--- src/rtl/instr_fetch_unit.sv ---
// Instruction fetch unit: issues sequential PCs to a 1-cycle synchronous
// instruction memory and buffers returned words for decode.
module instr_fetch_unit #(
    parameter logic [31:0] RESET_PC   = 32'h0000_0000,
    parameter int          FIFO_DEPTH = 2
) (
    input  logic        clk,
    input  logic        rst_n,
    output logic [31:0] imem_addr,
    output logic        imem_req,
    input  logic [31:0] imem_rdata,
    input  logic        redirect_valid,
    input  logic [31:0] redirect_pc,
    output logic        if_valid,
    output logic [31:0] if_pc,
    output logic [31:0] if_instr,
    input  logic        id_ready
);

    localparam int CW = $clog2(FIFO_DEPTH + 1);
    localparam int PW = (FIFO_DEPTH > 1) ? $clog2(FIFO_DEPTH) : 1;

    typedef struct packed {
        logic [31:0] pc;
        logic [31:0] instr;
    } fetch_t;

    logic [31:0]   pc;
    logic [31:0]   inflight_pc;
    logic          inflight;
    logic [CW-1:0] count;
    logic [PW-1:0] head;
    logic [PW-1:0] tail;
    fetch_t        fifo_q [FIFO_DEPTH];

    logic          pop;
    logic          push;
    logic [CW:0]   occ;

    function automatic logic [PW-1:0] next_ptr(input logic [PW-1:0] p);
        return (p == PW'(FIFO_DEPTH - 1)) ? '0 : p + PW'(1);
    endfunction

    assign if_valid = (count != '0);
    assign pop      = if_valid && id_ready;
    assign push     = inflight && !redirect_valid;

    // Occupancy after this edge if nothing new were issued; the word
    // already in flight has a slot reserved for it.
    assign occ = {1'b0, count} + {{CW{1'b0}}, inflight}
               - {{CW{1'b0}}, pop};

    assign imem_req  = rst_n && !redirect_valid
                     && (occ < (CW + 1)'(FIFO_DEPTH));
    assign imem_addr = pc;
    assign if_pc     = fifo_q[head].pc;
    assign if_instr  = fifo_q[head].instr;

    always_ff @(posedge clk) begin
        if (!rst_n) begin
            pc          <= RESET_PC;
            inflight    <= 1'b0;
            inflight_pc <= '0;
            count       <= '0;
            head        <= '0;
            tail        <= '0;
        end else if (redirect_valid) begin
            pc       <= redirect_pc & 32'hFFFF_FFFC;
            inflight <= 1'b0;
            count    <= '0;
            head     <= '0;
            tail     <= '0;
        end else begin
            inflight <= imem_req;
            if (imem_req) begin
                inflight_pc <= pc;
                pc          <= pc + 32'd4;
            end
            if (push) tail <= next_ptr(tail);
            if (pop)  head <= next_ptr(head);
            if (push && !pop)
                count <= count + CW'(1);
            else if (pop && !push)
                count <= count - CW'(1);
        end
    end

    // Payload is left unreset; if_valid qualifies it.
    always_ff @(posedge clk) begin
        if (rst_n && push)
            fifo_q[tail] <= '{pc: inflight_pc, instr: imem_rdata};
    end

endmodule

--- config.mk ---
export PLATFORM = sky130hd
export DESIGN_NAME = instr_fetch_unit
export DESIGN_NICKNAME = d
export VERILOG_FILES = /design/src/rtl/instr_fetch_unit.sv
export SDC_FILE = /design/constraint.sdc
export NUM_CORES = 1
export LEC_CHECK = 0
export ABC_AREA = 1
export CELL_PAD_IN_SITES_DETAIL_PLACEMENT = 1
export CELL_PAD_IN_SITES_GLOBAL_PLACEMENT = 2
export CORE_MARGIN = 2
export CORE_UTILIZATION = 32
export CTS_CLUSTER_SIZE = 25
export DETAILED_ROUTE_END_ITERATION = 12
export GPL_TIMING_DRIVEN = 0
export PLACE_DENSITY_LB_ADDON = 0.2
export SLEW_MARGIN = 20
export SYNTH_ARGS = -nofsm -noshare
export SYNTH_HDL_FRONTEND = slang
export SYNTH_SLANG_ARGS = --single-unit
--- constraint.sdc ---
create_clock -name clk -period 6.6 [get_ports clk]
set_clock_uncertainty 0.15 [all_clocks]
set_input_delay 0.99 -clock clk [delete_from_list [all_inputs] [get_ports clk]]
set_output_delay 0.99 -clock clk [all_outputs]
set_load 0.05 [all_outputs]
* Word-level counts from Yosys, hierarchy flattened
Memories as Yosys holds them, arrays and structs flattened. A register that Yosys moved wholly into a read port is not among the register bits. Index checks and enable logic that the tools add are counted.
Word-level totals: RAM bits 128, bits of input ports 68, flip-flop bits (word level) 69, output and inout bits 98, word-level logic and storage cells 43, memories 1
Operators by class: bitwise logic cells 2, order comparisons 1, reductions and logical operators 15, $add $sub $neg 7, multiplexer cells 10
Memories:
- fifo_q | words 2, bits a word 64, read ports 1, clocked after memory_dff 1, write ports 1, RTL line 34 | fetch_t fifo_q [FIFO_DEPTH];
Operators with widths (number):
- 32-bit two-way mux | 2
- 32-bit by 3-bit adder with 32-bit output (second input constant) | 1
- 1-bit logical AND | 7
- 1-bit two-way mux | 6
- 2-bit nonzero test | 3
- 2-bit two-way mux | 2
- 2-bit by 1-bit adder with 3-bit output | 1
- 1-bit logical NOT | 3
- 3-bit by 2-bit less-than comparator with 1-bit output (second input constant) | 1
- 3-bit by 1-bit subtractor with 3-bit output | 1
- 1-bit adder (second input constant) | 2
- 2-bit by 1-bit adder with 2-bit output (second input constant) | 1
- 1-bit inverter | 2
- 2-bit AND reduction | 1
- 2-bit OR reduction | 1
- 2-bit by 1-bit subtractor with 2-bit output (second input constant) | 1

* Depth between registers and ports, before layout
depth after elaboration 7, gate-level depth with buffers 18, gate-level depth less buffers 17

* Least setup slack after synthesis
Ideal clock, no wire load.
kind in2reg, start point input port redirect_valid, end point memory fifo_q[1][0] (netlist name) (enable), setup time 558 ps, path buffers 0, slack 494 ps, data arrival time 5397 ps, stages on the path 3, path through inv_2 -> nand2_4 -> nor3_1
Between the ends: word-level cells in the longest chain between the ends 5
Ends and longest elaborated chain:
- start: declaration | RTL line 12 | input logic redirect_valid,
- 1-bit logical NOT | RTL line 46 | assign push = inflight && !redirect_valid;
- 1-bit logical AND | RTL line 46
- 1-bit logical AND | RTL line 90 | if (rst_n && push)
- 1-bit two-way mux | RTL line 90
- 1-bit two-way mux (not written as such) | RTL line 91 | fifo_q[tail] <= '{pc: inflight_pc, instr: imem_rdata};
- end: declaration | RTL line 34
Every way passes these cells.

* Final worst setup path
start point input port id_ready, end point output port imem_req
Between the ends: word-level cells in the longest chain between the ends 4
Ends and longest elaborated chain:
- start: declaration | RTL line 17 | input logic id_ready
- 1-bit logical AND | RTL line 45 | assign pop = if_valid && id_ready;
- via pop | RTL line 36 | logic pop;
- 3-bit by 1-bit subtractor with 3-bit output | RTL line 51 | - {{CW{1'b0}}, pop};
- 3-bit by 2-bit less-than comparator with 1-bit output | RTL line 54 | && (occ < (CW + 1)'(FIFO_DEPTH));
- 1-bit logical AND | RTL line 54
- end: declaration | RTL line 10 | output logic imem_req,
The timed path passes the listed nets, and every way through them passes these cells.

==> flow_metrics.env <==
export IMPL_status="finished, final reports clean"
export IMPL_grt_pass1_vias=6165
export IMPL_antenna_found_initial=0
export IMPL_post_route_util_pct=44.18
export IMPL_slew_headroom_pct=52.95
export IMPL_report_final_hold_viol_count=0
export IMPL_netlist_instances=763
export IMPL_io_pins=166
export IMPL_crit_type="primary input to primary output"
export IMPL_synth_seq_cells=190
export IMPL_min_period_ns=5.434
export IMPL_finalSetupViolations=0
export IMPL_synth_common_cells="136 x nand2_1, 124 x edfxtp_1, 87 x inv_1, 87 x nor2_1, 66 x dfxtp_1"
export IMPL_grt_max_degree=19
export IMPL_synth_top_area_share_pct=46.38
export IMPL_vias=5867
export IMPL_dpl_cell_area_mm2=0.01020
export IMPL_drtAntennaViolNets=0
export IMPL_antenna_cells=0
export IMPL_finalCritPeriodShare_pct=82.34
export IMPL_track_usage_pct=17.44
export IMPL_drt_iter0_markers=286
export IMPL_synth_seq_area_share_pct=62.83
export IMPL_dieArea_mm2=0.02637
export IMPL_hp_class="flip-flop to flip-flop"
export IMPL_drv_cap=0
export IMPL_drt_first_pass_iters=4
export IMPL_finalMaxSlewViolations=0
export IMPL_grt_overflow=0
export IMPL_clkLatencyLatePin_ns=0.43
export IMPL_synth_edf_count=124
export IMPL_worstPathArrival_ns=4.29
export IMPL_yosys_cell_count_top_type="nand2_1"
export IMPL_synthTopCellsByArea="edfxtp_1 46%, dfxtp_1 16%, mux2_2 8.7%"
export IMPL_core_mm2=0.02446
export IMPL_synth_async_reset_ratio_pct=0
export IMPL_cts_buffer_depth=2
export IMPL_post_cts_buffers=0
export IMPL_fp_dieW_um=162.4
export IMPL_place_hpwl_mm=16.90
export IMPL_grt_pass1_wl_mm=34.62
export IMPL_synth_top_area_cell="edfxtp_1"
export IMPL_syn_to_final_growth_pct=34.60
export IMPL_ctsHoldBuffers=0
export IMPL_rsz0062_at_grt="no"
export IMPL_place_congestion=0.7915
export IMPL_syn_area_mm2=0.008029
export IMPL_max_freq_mhz=184.0
export IMPL_drc=0
export IMPL_ys_warn_count=0
export IMPL_power_density_mw_per_mm2=257.2
export IMPL_rows=57
export IMPL_cts_repair_resized=0
export IMPL_clk_pin_slew_ns=0.07
export IMPL_wire_per_inst_um=17.23
export IMPL_numPortBuffers=159
export IMPL_tightestPinTransition_ns=0.7057
export IMPL_ys_types=33
export IMPL_vdd_drop_max_mv=0.1398
export IMPL_nets=1027
export IMPL_cts_root_buffer_cell="clkbuf_16"
export IMPL_cp_start_kind="primary input"
export IMPL_synth_area_per_cell_um2=10.52
export IMPL_required_ns=5.46
export IMPL_htreeDepth=4
export IMPL_start_util_pct=32.82
export IMPL_drt_total_wl_mm=22.27
export IMPL_drive_gt1_share_pct=14.46
export IMPL_dieHeight_um=162.4
export IMPL_crit_fanout=10
export IMPL_power_leakage_nw=3.994
export IMPL_cts_buffers=17
export IMPL_ys_flop_type="edfxtp_1"
export IMPL_clock_sinks=190
export IMPL_stdcell_area_mm2=0.01081
export IMPL_worstSetupEndpointType="primary output"
export IMPL_cts_tree="yes"
export IMPL_vias_per_cell=4.541
[stage by stage]
stage | hold WS [ns] | TNS [ns] | instances | setup WS (ns) | power, mW
after floorplan | 0.2703 | 0 | 766 | 0.4944 | 1.579
after global placement | 0.2832 | -226.77 | 1249 | -2.898 | 1.726
after detailed placement | 0.2963 | 0 | 1260 | 1.118 | 1.736
after CTS | 0.3139 | 0 | 1292 | 1.128 | 2.815
after global routing | 0.3294 | 0 | 1292 | 0.9898 | 2.894
final | 0.3093 | 0 | 1292 | 1.166 | 2.779
[logic make-up (layout without fill, tap and decap cells)]
logic type               count (synthesis)  in the layout  share of synthesized area, %
XOR/XNOR                                 4              4                        0.4363
flip-flops                             190            190                         62.83
adder cells (fa/ha/maj)                  4              4                        0.7169
AND/OR/NAND/NOR                        299            299                         15.52
AO/OA/AOI/OAI                           80             80                         5.298
buffers and inverters                  123            325                         6.451
other                                    1              4                       0.04671
multiplexers                            62             62                         8.696
[cells in the final DEF (no fill, tap or decap), drive strengths merged]
cell type,n
a211oi,6
a21oi,29
a22oi,1
a31oi,2
buf,35
bufinv,3
clkbuf,26
clkdlybuf4s50,159
clkinv,3
clkinvlp,3
conb,4
dfxtp,66
edfxtp,124
fa,1
ha,3
inv,96
mux2,62
nand2,139
nand3,46
nand3b,3
nand4,2
nor2,91
nor3,15
nor3b,1
o211ai,2
o21ai,40
or2,2
xor2,4
[cell type report]
| class | count | area, µm² |
|---|---|---|
| Timing Repair Buffer | 170 | 1738 |
| Fill cell | 2710 | 13660 |
| Sequential cell | 190 | 5045 |
| Buffer | 32 | 176.4 |
| Clock inverter | 14 | 181.4 |
| Inverter | 91 | 341.6 |
| Clock buffer | 18 | 429.2 |
| Tap cell | 324 | 405.4 |
| Multi-Input combinational cell | 453 | 2490 |
[report_power, final]
| group | switching (mW) | total, mW | internal [mW] |
|---|---|---|---|
| registers | 0.0359 | 1.35 | 1.31 |
| logic | 0.224 | 0.357 | 0.133 |
| clock network | 0.467 | 1.07 | 0.606 |
| total | 0.727 | 2.78 | 2.05 |
[sequential cells by signal, summed over array words and instances (netlist names), named ones only]
register	cells
count	2
fifo_q	124
head	1
imem_addr	30
inflight	1
inflight_pc	30
tail	1
[metal layers]
metal	up-vias	share of wire [%]	GRT usage [%]
met5	-	0	0
li1	2934	-	-
met1	2785	47	23.57
met4	0	0.68	4.224
met3	11	4.5	3.030
met2	137	47	29.28
[path summary, 6_finish.rpt]
| check | startpoint | to | slack (ns) | cells after the start |
|---|---|---|---|---|
| worst max register to register | count[1] | imem_addr[31] | 3.50 | 16 |
| worst min register to register | inflight_pc[7] | fifo_q[0][39] | 0.31 | 0 |
| worst min-delay path | inflight_pc[7] | fifo_q[0][39] | 0.31 | 0 |
| worst max-delay path | id_ready | imem_req | 1.17 | 13 |
[worst max-delay path: stages]
cell and delay, ns:
clkdlybuf4s50_1 0.45, nand2_1 0.11, inv_1 0.08, ha_1 0.21
or2_2 0.30, fa_1 0.48, inv_1 0.04, nor2_2 0.10
nand2_2 0.12, inv_2 0.09, buf_4 0.20, buf_2 0.26
clkdlybuf4s50_1 0.84
(Power assumes the default switching activity.)
